===== src/rtl/ex_hazard_controller_pkg.sv =====
// Shared types and constants for the execute-stage hazard/forwarding controller.
package ex_hazard_controller_pkg;

    // Operand forwarding select encodings
    localparam logic [1:0] FWD_REGFILE = 2'b00;
    localparam logic [1:0] FWD_EXMEM   = 2'b01;
    localparam logic [1:0] FWD_MEMWB   = 2'b10;

    // Architectural register that may be hardwired to zero
    localparam logic [2:0] REG_ZERO = 3'd0;

    typedef logic [2:0] reg_id_t;

    // Controller FSM states
    typedef enum logic [1:0] {
        ST_RUN   = 2'd0,
        ST_STALL = 2'd1,
        ST_FLUSH = 2'd2
    } state_t;

    // One shadow scoreboard entry per in-flight stage
    typedef struct packed {
        logic    valid;
        reg_id_t dest;
        logic    reg_write;
        logic    mem_read;
    } shadow_t;

    // Source registers of the instruction currently in EX
    typedef struct packed {
        reg_id_t rs;
        reg_id_t rt;
    } srcs_t;

    // True when r is the zero register and R0 is hardwired
    function automatic logic is_zero_reg(input reg_id_t r, input logic hw);
        return hw && (r == REG_ZERO);
    endfunction

endpackage


===== src/rtl/ex_hazard_controller_if.sv =====
// Control bus between the pipelined datapath and the hazard controller.
// master = datapath side, slave = controller side.
interface ex_hazard_controller_if;
    import ex_hazard_controller_pkg::*;

    // ID / EX stage information from the datapath
    logic       id_valid;
    reg_id_t    id_rs;
    reg_id_t    id_rt;
    logic       id_uses_rs;
    logic       id_uses_rt;
    reg_id_t    id_dest;
    logic       id_reg_write;
    logic       id_mem_read;
    logic       ex_branch;
    logic       ex_zero;

    // Pipeline control back to the datapath
    logic       pc_write_en;
    logic       if_id_write_en;
    logic       id_ex_bubble;
    logic       if_id_flush;
    logic       id_ex_flush;
    logic [1:0] fwd_a_sel;
    logic [1:0] fwd_b_sel;

    modport master (
        output id_valid, id_rs, id_rt, id_uses_rs, id_uses_rt, id_dest,
               id_reg_write, id_mem_read, ex_branch, ex_zero,
        input  pc_write_en, if_id_write_en, id_ex_bubble, if_id_flush,
               id_ex_flush, fwd_a_sel, fwd_b_sel
    );

    modport slave (
        input  id_valid, id_rs, id_rt, id_uses_rs, id_uses_rt, id_dest,
               id_reg_write, id_mem_read, ex_branch, ex_zero,
        output pc_write_en, if_id_write_en, id_ex_bubble, if_id_flush,
               id_ex_flush, fwd_a_sel, fwd_b_sel
    );

endinterface


===== src/rtl/ex_hazard_controller_forward_select.sv =====
// Per-operand forwarding select: compares one EX source register against
// the MEM and WB shadow entries. The younger (MEM) producer wins; a load
// sitting in MEM has no data yet, so it never forwards from EX/MEM.
module ex_hazard_controller_forward_select
    import ex_hazard_controller_pkg::*;
#(
    parameter int ZERO_REG_HW = 1
) (
    input  reg_id_t    i_src,
    input  shadow_t    i_mem,
    input  shadow_t    i_wb,
    output logic [1:0] o_sel
);

    localparam logic ZERO_HW = (ZERO_REG_HW != 0);

    logic w_src_zero;
    logic w_mem_hit;
    logic w_wb_hit;
    logic w_unused_wb_mem_read;

    assign w_unused_wb_mem_read = i_wb.mem_read;

    // Match detection against each older producer
    always_comb begin
        w_src_zero = is_zero_reg(i_src, ZERO_HW);
        w_mem_hit  = i_mem.valid && i_mem.reg_write && !i_mem.mem_read &&
                     (i_mem.dest == i_src) && !w_src_zero;
        w_wb_hit   = i_wb.valid && i_wb.reg_write &&
                     (i_wb.dest == i_src) && !w_src_zero;
    end

    // Priority encode: EX/MEM over MEM/WB over register file
    always_comb begin
        o_sel = FWD_REGFILE;
        if (w_mem_hit) begin
            o_sel = FWD_EXMEM;
        end else if (w_wb_hit) begin
            o_sel = FWD_MEMWB;
        end
    end

endmodule


===== src/rtl/ex_hazard_controller.sv =====
// Hazard and forwarding controller around the execute stage of a 16-bit,
// 8-register pipeline. Tracks in-flight destinations in a shadow scoreboard
// (EX, MEM, WB), inserts load-use bubbles, squashes IF/ID and ID/EX on a
// taken branch, and selects ALU operand forwarding paths.
module ex_hazard_controller
    import ex_hazard_controller_pkg::*;
#(
    parameter int LOAD_LATENCY = 1,
    parameter int ZERO_REG_HW  = 1
) (
    input  logic                   clk,
    input  logic                   rst,
    ex_hazard_controller_if.slave  bus
);

    localparam logic       ZERO_HW  = (ZERO_REG_HW != 0);
    localparam logic [1:0] CNT_INIT = 2'(LOAD_LATENCY - 1);

    state_t     r_state;
    state_t     w_state_nxt;
    logic [1:0] r_cnt;
    logic [1:0] w_cnt_nxt;

    shadow_t    r_ex;
    shadow_t    r_mem;
    shadow_t    r_wb;
    srcs_t      r_ex_src;

    logic       w_taken;
    logic       w_load_use;
    logic       w_rs_hit;
    logic       w_rt_hit;
    logic       w_stall;
    logic       w_flush;

    // Hazard detection from registered EX shadow plus current ID/EX inputs
    always_comb begin
        w_rs_hit   = bus.id_uses_rs && (bus.id_rs == r_ex.dest);
        w_rt_hit   = bus.id_uses_rt && (bus.id_rt == r_ex.dest);
        w_load_use = (r_state == ST_RUN) && bus.id_valid && r_ex.valid &&
                     r_ex.mem_read && !is_zero_reg(r_ex.dest, ZERO_HW) &&
                     (w_rs_hit || w_rt_hit);
        w_taken    = bus.ex_branch && bus.ex_zero && r_ex.valid;
    end

    // Next-state and stall/flush decisions; a taken branch overrides any stall
    always_comb begin
        w_state_nxt = r_state;
        w_cnt_nxt   = r_cnt;
        w_stall     = 1'b0;
        w_flush     = 1'b0;
        if (w_taken) begin
            w_flush     = 1'b1;
            w_state_nxt = ST_FLUSH;
            w_cnt_nxt   = 2'd0;
        end else begin
            case (r_state)
                ST_RUN: begin
                    if (w_load_use) begin
                        w_stall = 1'b1;
                        if (LOAD_LATENCY > 1) begin
                            w_state_nxt = ST_STALL;
                            w_cnt_nxt   = CNT_INIT;
                        end
                    end
                end
                ST_STALL: begin
                    w_stall = 1'b1;
                    if (r_cnt <= 2'd1) begin
                        w_state_nxt = ST_RUN;
                        w_cnt_nxt   = 2'd0;
                    end else begin
                        w_cnt_nxt = r_cnt - 2'd1;
                    end
                end
                ST_FLUSH: begin
                    // Instruction in ID was squashed; detection stays masked
                    w_state_nxt = ST_RUN;
                end
                default: begin
                    w_state_nxt = ST_RUN;
                    w_cnt_nxt   = 2'd0;
                end
            endcase
        end
    end

    // FSM state and stall counter registers
    always_ff @(posedge clk or posedge rst) begin
        if (rst) begin
            r_state <= ST_RUN;
            r_cnt   <= 2'd0;
        end else begin
            r_state <= w_state_nxt;
            r_cnt   <= w_cnt_nxt;
        end
    end

    // Shadow scoreboard: EX takes ID (or a bubble), MEM and WB always advance
    always_ff @(posedge clk or posedge rst) begin
        if (rst) begin
            r_ex  <= '0;
            r_mem <= '0;
            r_wb  <= '0;
        end else begin
            if (w_stall || w_flush) begin
                r_ex <= '0;
            end else begin
                r_ex <= {bus.id_valid, bus.id_dest, bus.id_reg_write, bus.id_mem_read};
            end
            r_mem <= r_ex;
            r_wb  <= r_mem;
        end
    end

    // Source ids of the instruction entering EX; only meaningful when EX is valid
    always_ff @(posedge clk) begin
        r_ex_src <= {bus.id_rs, bus.id_rt};
    end

    ex_hazard_controller_forward_select #(
        .ZERO_REG_HW (ZERO_REG_HW)
    ) u_fwd_a (
        .i_src (r_ex_src.rs),
        .i_mem (r_mem),
        .i_wb  (r_wb),
        .o_sel (bus.fwd_a_sel)
    );

    ex_hazard_controller_forward_select #(
        .ZERO_REG_HW (ZERO_REG_HW)
    ) u_fwd_b (
        .i_src (r_ex_src.rt),
        .i_mem (r_mem),
        .i_wb  (r_wb),
        .o_sel (bus.fwd_b_sel)
    );

    assign bus.pc_write_en    = !w_stall;
    assign bus.if_id_write_en = !w_stall;
    assign bus.id_ex_bubble   = w_stall;
    assign bus.if_id_flush    = w_flush;
    assign bus.id_ex_flush    = w_flush;

endmodule

===== src/flat_wrapper.sv =====
// flat-port wrapper written by rule: the top's interface ports become plain ports
module ex_hazard_controller_flat import ex_hazard_controller_pkg::*;
#(
    parameter int LOAD_LATENCY = 1,
    parameter int ZERO_REG_HW  = 1
)
  (clk, rst, bus_id_valid, bus_id_rs, bus_id_rt, bus_id_uses_rs, bus_id_uses_rt, bus_id_dest, bus_id_reg_write, bus_id_mem_read, bus_ex_branch, bus_ex_zero, bus_pc_write_en, bus_if_id_write_en, bus_id_ex_bubble, bus_if_id_flush, bus_id_ex_flush, bus_fwd_a_sel, bus_fwd_b_sel);
  ex_hazard_controller_if bus_i ();
  input  logic clk;
  input  logic rst;
  input wire logic [$bits(bus_i.id_valid)-1:0] bus_id_valid;
  input wire logic [$bits(bus_i.id_rs)-1:0] bus_id_rs;
  input wire logic [$bits(bus_i.id_rt)-1:0] bus_id_rt;
  input wire logic [$bits(bus_i.id_uses_rs)-1:0] bus_id_uses_rs;
  input wire logic [$bits(bus_i.id_uses_rt)-1:0] bus_id_uses_rt;
  input wire logic [$bits(bus_i.id_dest)-1:0] bus_id_dest;
  input wire logic [$bits(bus_i.id_reg_write)-1:0] bus_id_reg_write;
  input wire logic [$bits(bus_i.id_mem_read)-1:0] bus_id_mem_read;
  input wire logic [$bits(bus_i.ex_branch)-1:0] bus_ex_branch;
  input wire logic [$bits(bus_i.ex_zero)-1:0] bus_ex_zero;
  output wire logic [$bits(bus_i.pc_write_en)-1:0] bus_pc_write_en;
  output wire logic [$bits(bus_i.if_id_write_en)-1:0] bus_if_id_write_en;
  output wire logic [$bits(bus_i.id_ex_bubble)-1:0] bus_id_ex_bubble;
  output wire logic [$bits(bus_i.if_id_flush)-1:0] bus_if_id_flush;
  output wire logic [$bits(bus_i.id_ex_flush)-1:0] bus_id_ex_flush;
  output wire logic [$bits(bus_i.fwd_a_sel)-1:0] bus_fwd_a_sel;
  output wire logic [$bits(bus_i.fwd_b_sel)-1:0] bus_fwd_b_sel;
  assign bus_i.id_valid = bus_id_valid;
  assign bus_i.id_rs = bus_id_rs;
  assign bus_i.id_rt = bus_id_rt;
  assign bus_i.id_uses_rs = bus_id_uses_rs;
  assign bus_i.id_uses_rt = bus_id_uses_rt;
  assign bus_i.id_dest = bus_id_dest;
  assign bus_i.id_reg_write = bus_id_reg_write;
  assign bus_i.id_mem_read = bus_id_mem_read;
  assign bus_i.ex_branch = bus_ex_branch;
  assign bus_i.ex_zero = bus_ex_zero;
  assign bus_pc_write_en = bus_i.pc_write_en;
  assign bus_if_id_write_en = bus_i.if_id_write_en;
  assign bus_id_ex_bubble = bus_i.id_ex_bubble;
  assign bus_if_id_flush = bus_i.if_id_flush;
  assign bus_id_ex_flush = bus_i.id_ex_flush;
  assign bus_fwd_a_sel = bus_i.fwd_a_sel;
  assign bus_fwd_b_sel = bus_i.fwd_b_sel;
  ex_hazard_controller #(.LOAD_LATENCY(LOAD_LATENCY), .ZERO_REG_HW(ZERO_REG_HW)) u_core (.clk(clk), .rst(rst), .bus(bus_i));
endmodule

===== config.mk =====
export PLATFORM = sky130hd
export DESIGN_NAME = ex_hazard_controller_flat
export DESIGN_NICKNAME = d
export VERILOG_FILES = /design/src/rtl/ex_hazard_controller_pkg.sv /design/src/rtl/ex_hazard_controller_if.sv /design/src/rtl/ex_hazard_controller_forward_select.sv /design/src/rtl/ex_hazard_controller.sv /design/src/flat_wrapper.sv
export SDC_FILE = /design/constraint.sdc
export NUM_CORES = 1
export LEC_CHECK = 0
export ABC_AREA = 1
export CORE_MARGIN = 2
export CORE_UTILIZATION = 53
export CTS_BUF_LIST = sky130_fd_sc_hd__clkbuf_8
export CTS_CLUSTER_SIZE = 24
export DETAILED_ROUTE_END_ITERATION = 7
export PLACE_DENSITY = 0.94
export REMOVE_ABC_BUFFERS = 1
export SLEW_MARGIN = 5
export SYNTH_ARGS = -nofsm -noshare
export SYNTH_HDL_FRONTEND = slang
export SYNTH_SLANG_ARGS = --single-unit

===== constraint.sdc =====
create_clock -name clk -period 2.6 [get_ports clk]
set_input_delay 0.39 -clock clk [delete_from_list [all_inputs] [get_ports clk]]
set_output_delay 0.39 -clock clk [all_outputs]
set_load 0.03 [all_outputs]

### Word-level counts from Yosys, hierarchy flattened

Index checks and enable logic that the tools add are counted.

* add/subtract/negate cells: 1
* $lt $le $gt $ge: 1
* eq/ne operators: 11
* muxes and demuxes: 15
* reduce and logical (&&, ||, !) cells: 33

Operators with widths (number)
* logical AND 1 bit: 20
* == test 3 bit: 6
* 2-to-1 mux 2 bit: 8
* zero test 3 bit: 3
* one-hot mux 2 bit (2 select lines): 2
* 2-to-1 mux 6 bit: 1
* zero test 1 bit: 5
* != test 2 x 1 -> 1 bit, second input constant: 2
* 2-to-1 mux 1 bit: 3
* != test 3 x 1 -> 1 bit, second input constant: 1
* == test 2 x 1 -> 1 bit, second input constant: 1
* == test 2 bit, second input constant: 1
* less-or-equal comparator 2 x 1 -> 1 bit, second input constant: 1
* zero test 2 bit: 1
* logical OR 1 bit: 2
* one-hot mux 1 bit (2 select lines): 1
* AND reduction 2 bit: 1
* OR reduction 2 bit: 1
* subtractor 2 x 1 -> 2 bit, second input constant: 1

* flip-flop bits (word level): 27
* bits of input ports: 18
* output and inout port bits: 9
* logic and storage cells: 76

### Logic depth before layout (Yosys ltp)

Gate-level depths: netlist of the first run.

* depth after elaboration: 11
* depth in mapped cells: 10
* gate-level depth less buffers: 9

### Hierarchy

From an unflattened synthesis of the first run, not the netlist that was laid out.

* cell total of the unflattened synthesis: 163
* area, all modules: 1174.9 um^2

Modules (own cells, without submodules)
* ex_hazard_controller: times used 1, cells an instance 85, area each 839.6 um^2, sequential area each 595.6 um^2
* ex_hazard_controller_forward_select: times used 2, cells an instance 39, area each 167.7 um^2, sequential area each 0.0 um^2

### Worst setup path after synthesis of the first run

OpenSTA, ideal clock, no wires.

* path kind: input to output
* start: in bus_ex_zero
* end: out bus_pc_write_en
* arrival: 1.343 ns
* slack: 0.867 ns
* stages: 5
* cells stage by stage: nand3_1 -> inv_1 -> nor2_4 -> inv_2 -> buf_4

* cells in the longest elaborated chain, start to end: 4

Ends and longest elaborated chain
* start: declaration: line flat_wrapper.sv:20 `input wire logic [$bits(bus_i.ex_zero)-1:0] bus_ex_zero;`
* logical AND 1 bit (2 in series): line ex_hazard_controller.sv:43 `w_taken = bus.ex_branch && bus.ex_zero && r_ex.valid;`
* 2-to-1 mux 1 bit: line ex_hazard_controller.sv:52 `if (w_taken) begin`
* via bus_id_ex_bubble: line flat_wrapper.sv:23 `output wire logic [$bits(bus_i.id_ex_bubble)-1:0] bus_id_ex_bubble;`
* zero test 1 bit
* end: declaration: line flat_wrapper.sv:21 `output wire logic [$bits(bus_i.pc_write_en)-1:0] bus_pc_write_en;`

The timed path passes the listed nets, and every way through them passes these cells.

### Worst setup path after layout of the first run

* start: in bus_id_rt[2]
* end: out bus_id_ex_bubble

* cells in the longest elaborated chain, start to end: 7

Ends and longest elaborated chain
* start: declaration: line flat_wrapper.sv:13 `input wire logic [$bits(bus_i.id_rt)-1:0] bus_id_rt;`
* == test 3 bit: line ex_hazard_controller.sv:39 `w_rt_hit = bus.id_uses_rt && (bus.id_rt == r_ex.dest);`
* logical AND 1 bit: line ex_hazard_controller.sv:39
* logical OR 1 bit: line ex_hazard_controller.sv:42 `(w_rs_hit || w_rt_hit);`
* logical AND 1 bit: line ex_hazard_controller.sv:41 `r_ex.mem_read && !is_zero_reg(r_ex.dest, ZERO_HW) &&`
* 2-to-1 mux 1 bit: line ex_hazard_controller.sv:59 `if (w_load_use) begin`
* one-hot mux 1 bit (2 select lines): line ex_hazard_controller.sv:57 `case (r_state)`
* 2-to-1 mux 1 bit: line ex_hazard_controller.sv:52
* end: declaration: line flat_wrapper.sv:23

Every way passes these cells.

==> results.yml, run 1 <==
detailed_routing:
  drt_iter0_drc: 20
  drcViolationCount: 0
  via_count: 862
  dr.pass1.iters: 4
  routed_wl_um: 2220
  wire_per_inst_um: 12.8
  ant_nets: 0
  vias_per_cell: 4.98
synthesis:
  synth_cell_types: 19
  synth_edf_count: 0
  ys_seq_area_share_pct: 55.3
  synth-simple-area-share_pct: 24.6
  synthMuxAreaShare_pct: 0
  synthAdderAreaFrac_pct: 0
  syn_inst: 122
  synth-seq-cells: 24
  synthArstFlopShare_pct: 75.0
  synth_area_per_cell_um2: 8.46
  yosys_warnings: 0
  synth_compound_area_share_pct: 2.91
  synth_top_family_by_area: "simple AND/OR/NAND/NOR gates"
  synth.cell_area_um2: 1030
  yosysTopAreaCell: "dfrtp_1"
  synth_commonest_cells: "23 x nand2_1, 21 x nor2_1, 20 x inv_1"
  ys.flop_type: "dfrtp_1"
  synth.area.top_cells: "dfrtp_1 44%, dfxtp_1 12%, nand2_1 8.4%, nor2_1 7.6%, inv_1 7.3%"
  synth_top_cell_area_share_pct: 43.6
  synth_xor_area_share_pct: 5.94
  yosysMostFrequentCell: "nand2_1"
pwr:
  p_leak_nw: 0.678
  max-vdd-ir-drop_mv: 0.440
  power.density_nw_per_um2: 564
  power.total_mw: 0.763
worst_setup_path:
  worstPathMaxFanout: 3
  path_cells: "clkdlybuf4s50_1, inv_1, nand2_1, nand2_1, nor2_1, nand2_1, nand2_1, nand2_2, nor2_4, dlygate4sd2_1"
  required_ns: 2.21
  crit_buf_inv: 3
  worst_ep_arrival_time_ns: 2.02
  cpMostUsedCell: "nand2_1"
  crit_path_start_kind: "input port"
  critical_path_class: "input port to output pin"
  end_kind: "output pin"
  slowest_stage: "clkdlybuf4s50_1"
  max_stage_delay_ns: 0.51
  critical-path-top-delay-family: "buffers and inverters"
cells_and_area:
  n_fill_cell: 126
  regArea_um2: 571
  fin_area_um2: 1350
  drive_above_1_share_pct: 7.43
  n_antenna_cell: 0
  syn_to_final_growth_pct: 31.0
  multi_input_area_um2: 345
  fin_nets: 167
min_path:
  hold_class: "flip-flop to flip-flop"
global_routing:
  grt_first_pass_wirelength_um: 3350
  grt_start_max_net_pins: 19
  antenna_found_initial: 0
  grt.overflow.total: 0
  grt_pass1_vias: 801
  track_usage_pct: 22.2
sta:
  tightest_slew_ns: 0.673
  finalSetupViolations: 0
  max_freq_mhz: 415
  slew_headroom_pct: 55.1
  maxSlewViolCount: 0
  fin_tns_setup_ns: 0
  rsz0062_at_grt: "false"
  min_period_ns: 2.41
  post-route-period-util_pct: 92.6
  hold_viol: 0
  fin_skew_ns: 0.00515
floorplanning:
  die_h_um: 48.1
  design.portCount: 27
  rows: 15
  start_util_pct: 57.9
  die_x_um: 48.1
  fp.coreArea_um2: 1780
  die_area_um2: 2320
placed_design:
  numPortBuffers: 26
  placed_cell_area_um2: 1290
  place_hpwl_um: 1630
  routabilityCongestion: 0.813
clock_network:
  htree_levels: 1
  worstSkewPairLatency_ns: 0.26
  cts_setup_buffers: 0
  cts_made_buffers: 3
  cts_sinks: 24
  clock-root-buffer: "clkbuf_8"
  clkTransAtPathRegs_ns: 0.07
  tritoncts: "built"
  clock_path_buffers: 2
status:
  status: "finished clean"
flow_run:
  maxCapViolations: 0
cell type report:
class | instances | area share [%]
clock buffer | 4 | 4.07
inverter | 23 | 6.38
multi-input combinational | 71 | 25.5
sequential | 24 | 42.2
tap | 25 | 2.31
timing repair buffer | 26 | 19.5
metal layers:
metal / up-vias / global-route usage, % / part of all wire, %
met5: - / 0 / 0
met4: 0 / 13.5 / 2.3
met3: 6 / 3.70 / 4.6
met2: 34 / 41.6 / 57
met1: 409 / 22.7 / 37
li1: 413 / - / -
repair_timing:
action | in CTS | in global routing
resized for setup | 1 | 2
endpoints found under the setup margin | 1 | 2
hold buffers | 0 | 0
cell families after synthesis:
logic type / count (synthesis)
AND/OR/NAND/NOR: 58
XOR/XNOR: 7
buffers and inverters: 27
flip-flops: 24
AO/OA/AOI/OAI: 6
placed cells by master, fill, tap and decap left out:
master / synthesis / routed
dlymetal6s2s_1: 0 / 2
inv_2: 3 / 3
nand2_2: 1 / 1
dlygate4sd2_1: 0 / 1
or2_2: 1 / 1
xor2_1: 1 / 1
nand2_1: 23 / 23
a21oi_1: 2 / 2
nand3_1: 5 / 5
clkbuf_8: 0 / 4
clkdlybuf4s50_1: 0 / 23
nand4_1: 2 / 2
dfrtp_1: 18 / 18
o21ai_0: 4 / 4
nor3_1: 2 / 2
dfxtp_1: 6 / 6
xnor2_1: 6 / 6
nor2_4: 1 / 1
inv_1: 20 / 20
nor2_1: 21 / 21
or2_1: 1 / 1
nand2_4: 1 / 1
through the flow:
stage / instances / utilization (%) / setup slack, ns / hold WS (ns)
after floorplan: 118 / - / 0.549 / 0.329
after global placement: 169 / 72.6 / 0.102 / 0.335
after detailed placement: 169 / 72.6 / -0.0277 / 0.339
after CTS: 173 / 75.6 / 0.0211 / 0.372
after global routing: 173 / 75.9 / 0.0985 / 0.383
final: 173 / 75.9 / 0.192 / 0.370
worst paths after layout:
| path | from | endpoint | slack, ns | cells after the start |
|---|---|---|---|---|
| setup / recovery | bus_id_rt[2] | bus_id_ex_bubble | 0.19 | 10 |
| hold / removal | u_core.r_ex[1] | u_core.r_mem[1] | 0.37 | 0 |
| setup reg to reg | u_core.r_ex[4] | u_core.r_ex[2] | 1.30 | 9 |
| hold reg to reg | u_core.r_ex[1] | u_core.r_mem[1] | 0.37 | 0 |
| max in group asynchronous | rst | u_core.r_wb[3] | 1.65 | 2 |
| min in group asynchronous | rst | u_core.r_ex[5] | 0.52 | 2 |
report_power, final:
part           total, mW  internal (mW)  switching, mW
logic              0.104         0.0517         0.0523
registers          0.417          0.396         0.0210
clock network      0.242          0.135          0.107
total              0.763          0.582          0.180
flip-flops by register name (all words and copies together), names as in the netlist:
signal           flops
u_core.r_ex_src      6
u_core.r_ex          6
u_core.r_state       1
u_core.r_mem         6
u_core.r_wb          5
No activity file was read; power rests on OpenSTA's default activity.
==> run 2: changes to the inputs <==
- ABC_AREA: 1 -> unset
==> run 2 against run 1 <==
Net effect:
- critical path depth down 5
- via count down 15%
- total power up 0.31%
- first-iteration DRC count down 50%
- highest routed layer unchanged
- combinational power about the same
==> results.yml, run 2 <==
cells_and_area:
  fin_nets: 138
  n_fill_cell: 134
  n_antenna_cell: 0
  fin_area_um2: 1350
  syn_to_final_growth_pct: 34.0
  final_common_cell: "clkdlybuf4s50_1"
  drive_above_1_share_pct: 15.1
  largestRegisters: "u_core.r_ex: 6 flops, u_core.r_ex_src: 6 flops, u_core.r_mem: 6 flops"
  layout_common_cells: "19 x clkdlybuf4s50_1, 18 x dfrtp_1, 12 x nand2_1, 10 x xnor2_1"
worst_setup_path:
  required_ns: 2.21
  worst_ep_arrival_time_ns: 2.01
  critical_path_class: "flip-flop to output pin"
  r2r_slack_ns: 1.17
  crit_path_start_kind: "flip-flop"
  worstRegToRegCells: 5
  worstPathMaxFanout: 2
  rr_endpoint: "u_core.r_ex[4]"
  end_kind: "output pin"
  r2r_start: "u_core.r_ex[4]"
synthesis:
  synth_commonest_cells: "18 x dfrtp_1, 12 x nand2_1, 10 x xnor2_1"
  synth_area_per_cell_um2: 11.6
  synth.area.top_cells: "dfrtp_1 45%, dfxtp_1 12%, xnor2_1 8.7%, a2111oi_4 5.5%, nand2_1 4.5%"
  syn_inst: 87
  yosysMostFrequentCell: "dfrtp_1"
  synth_top_cell_area_share_pct: 44.8
  yosys_warnings: 0
  yosysTopAreaCell: "dfrtp_1"
  synthArstFlopShare_pct: 75.0
  synth.cell_area_um2: 1010
  synth_cell_types: 22
  ys.flop_type: "dfrtp_1"
  synth_edf_count: 0
  synth-seq-cells: 24
  ys_seq_area_share_pct: 56.7
pwr:
  p_clk_share_pct: 31.7
  power_frac_comb_pct: 13.8
  p_leak_nw: 0.575
  p_sw_mw: 0.177
  max-vdd-ir-drop_mv: 0.458
  netSwitchingFraction_pct: 23.1
  pwr-share-seq_pct: 54.4
  cell_internal_pwr_mw: 0.588
  power.density_nw_per_um2: 568
clock_network:
  cts_sinks: 24
  tritoncts: "built"
  clock_path_buffers: 2
  clock-root-buffer: "clkbuf_8"
  cts_made_buffers: 3
  clkTransAtPathRegs_ns: 0.08
  cts_setup_buffers: 0
  worstSkewPairLatency_ns: 0.26
  htree_levels: 1
detailed_routing:
  wire_per_inst_um: 13.1
  dr.pass1.iters: 4
  drt_iter0_drc: 10
  drcViolationCount: 0
  ant_nets: 0
  vias_per_cell: 5.10
  routed_wl_um: 1890
  via_count: 735
placed_design:
  place_hpwl_um: 1480
  numPortBuffers: 26
  placed_cell_area_um2: 1310
  routabilityCongestion: 0.797
global_routing:
  grt_start_max_net_pins: 19
  grtUsageMet3_pct: 6.42
  top_usage_layer: "met2"
  grt.overflow.total: 0
  antenna_found_initial: 0
  track_usage_pct: 21.4
  use_met2_pct: 37.0
  use_met1_pct: 21.4
  grt_pass1_vias: 741
  grt_first_pass_wirelength_um: 3120
min_path:
  hold_depth: 0
  hold_class: "flip-flop to flip-flop"
  hold_start: "u_core.r_ex[1]"
  whs_endpoint: "u_core.r_mem[1]"
sta:
  tightest_slew_ns: 0.652
  hold_viol: 0
  slew_headroom_pct: 56.5
  rsz0062_at_grt: "false"
  whs_ns: 0.383
  fin_tns_setup_ns: 0
  maxSlewViolCount: 0
  finalSetupViolations: 0
  max_freq_mhz: 417
  post-route-period-util_pct: 92.2
  fin_skew_ns: 0.00228
  min_period_ns: 2.40
floorplanning:
  start_util_pct: 57.0
  rows: 15
  die_x_um: 47.6
  design.portCount: 27
  die_h_um: 47.6
  die_area_um2: 2260
  fp.coreArea_um2: 1760
status:
  status: "finished clean"
flow_run:
  maxCapViolations: 0
[run 2: changes by cell type in the layout (fill, tap and decap cells not counted), moves of 3 or more]
cell,change
nor2_1,-12
buf_4,+9
xor2_1,+3
inv_1,-16
o21ai_0,-4
clkdlybuf4s50_1,-4
inv_2,-3
xnor2_1,+4
nand2_1,-11
[run 2: layout make-up]
class / instances / area [um2] / area share, %
Inverter: 4 / 15.0 / 1.11
Clock buffer: 4 / 55.1 / 4.09
Multi-Input combinational cell: 55 / 390 / 29.0
Sequential cell: 24 / 571 / 42.3
Timing Repair Buffer: 32 / 285 / 21.2
Tap cell: 25 / 31.3 / 2.32
[run 2: what timing repair did]
item,CTS,global route
setup endpoints to repair,4,2
pin swaps,0,0
resized for setup,4,6
hold buffers,0,0
[run 2: cell families (layout without fill, tap and decap cells)]
logic type | after synthesis | after routing | synth area share, %
simple gates | 32 | 32 | 15.5
flops | 24 | 24 | 56.7
xor+xnor | 14 | 14 | 12.2
compound gates | 9 | 9 | 11.1
buf+inv | 8 | 40 | 4.48
[run 2: metrics by stage]
| stage | utilization [%] | setup slack [ns] | instances | power [mW] |
|---|---|---|---|---|
| after floorplan | - | 0.247 | 83 | 0.478 |
| after global placement | 74.0 | 0.0742 | 140 | 0.525 |
| after detailed placement | 74.0 | 0.0228 | 140 | 0.531 |
| after CTS | 76.8 | 0.00589 | 144 | 0.768 |
| after global routing | 76.4 | 0.0762 | 144 | 0.794 |
| final | 76.4 | 0.202 | 144 | 0.765 |
[run 2: worst max-delay path by stage]
stage	startpoint	endpoint	slack, ns	cells after the start
after CTS	u_core.r_mem[4]	bus_fwd_b_sel[1]	0.006	5
final	u_core.r_mem[4]	bus_fwd_b_sel[1]	0.20	5
after global routing	u_core.r_ex_src[0]	bus_fwd_b_sel[1]	0.08	5
after global placement	bus_id_rt[0]	bus_pc_write_en	0.07	6
after detailed placement	bus_id_rs[0]	bus_pc_write_en	0.02	6
after floorplan	u_core.r_mem[4]	bus_fwd_b_sel[1]	0.25	4
[run 2: power by group through the flow]
| stage | logic (mW) | registers (mW) | clock network (mW) |
|---|---|---|---|
| 6_report | 0.106 | 0.417 | 0.243 |
| 5_1_grt | 0.117 | 0.420 | 0.258 |
| 4_1_cts | 0.107 | 0.417 | 0.244 |
| 3_5_place_dp | 0.107 | 0.424 | 0 |
| 3_3_place_gp | 0.103 | 0.422 | 0 |
| 2_1_floorplan | 0.0560 | 0.422 | 0 |
[run 2: layer usage]
layer	vias to the layer above	share of wire [%]
met5	-	0
met4	0	3.3
met3	6	4.7
met2	26	52
met1	346	40
li1	357	-
[run 2: worst max-delay path, cell delays in order (launching register included)]
cell	delay, ns
dfrtp_1	0.38
or3b_1	0.38
a211o_1	0.30
a2111oi_4	0.40
a2111oi_1	0.09
clkbuf_2	0.20
==> run 3: changes to the inputs <==
- SETUP_SLACK_MARGIN: unset -> 0.02
==> results of run 3 <==
Final layout, timing and power as in run 2 (identical DEF).
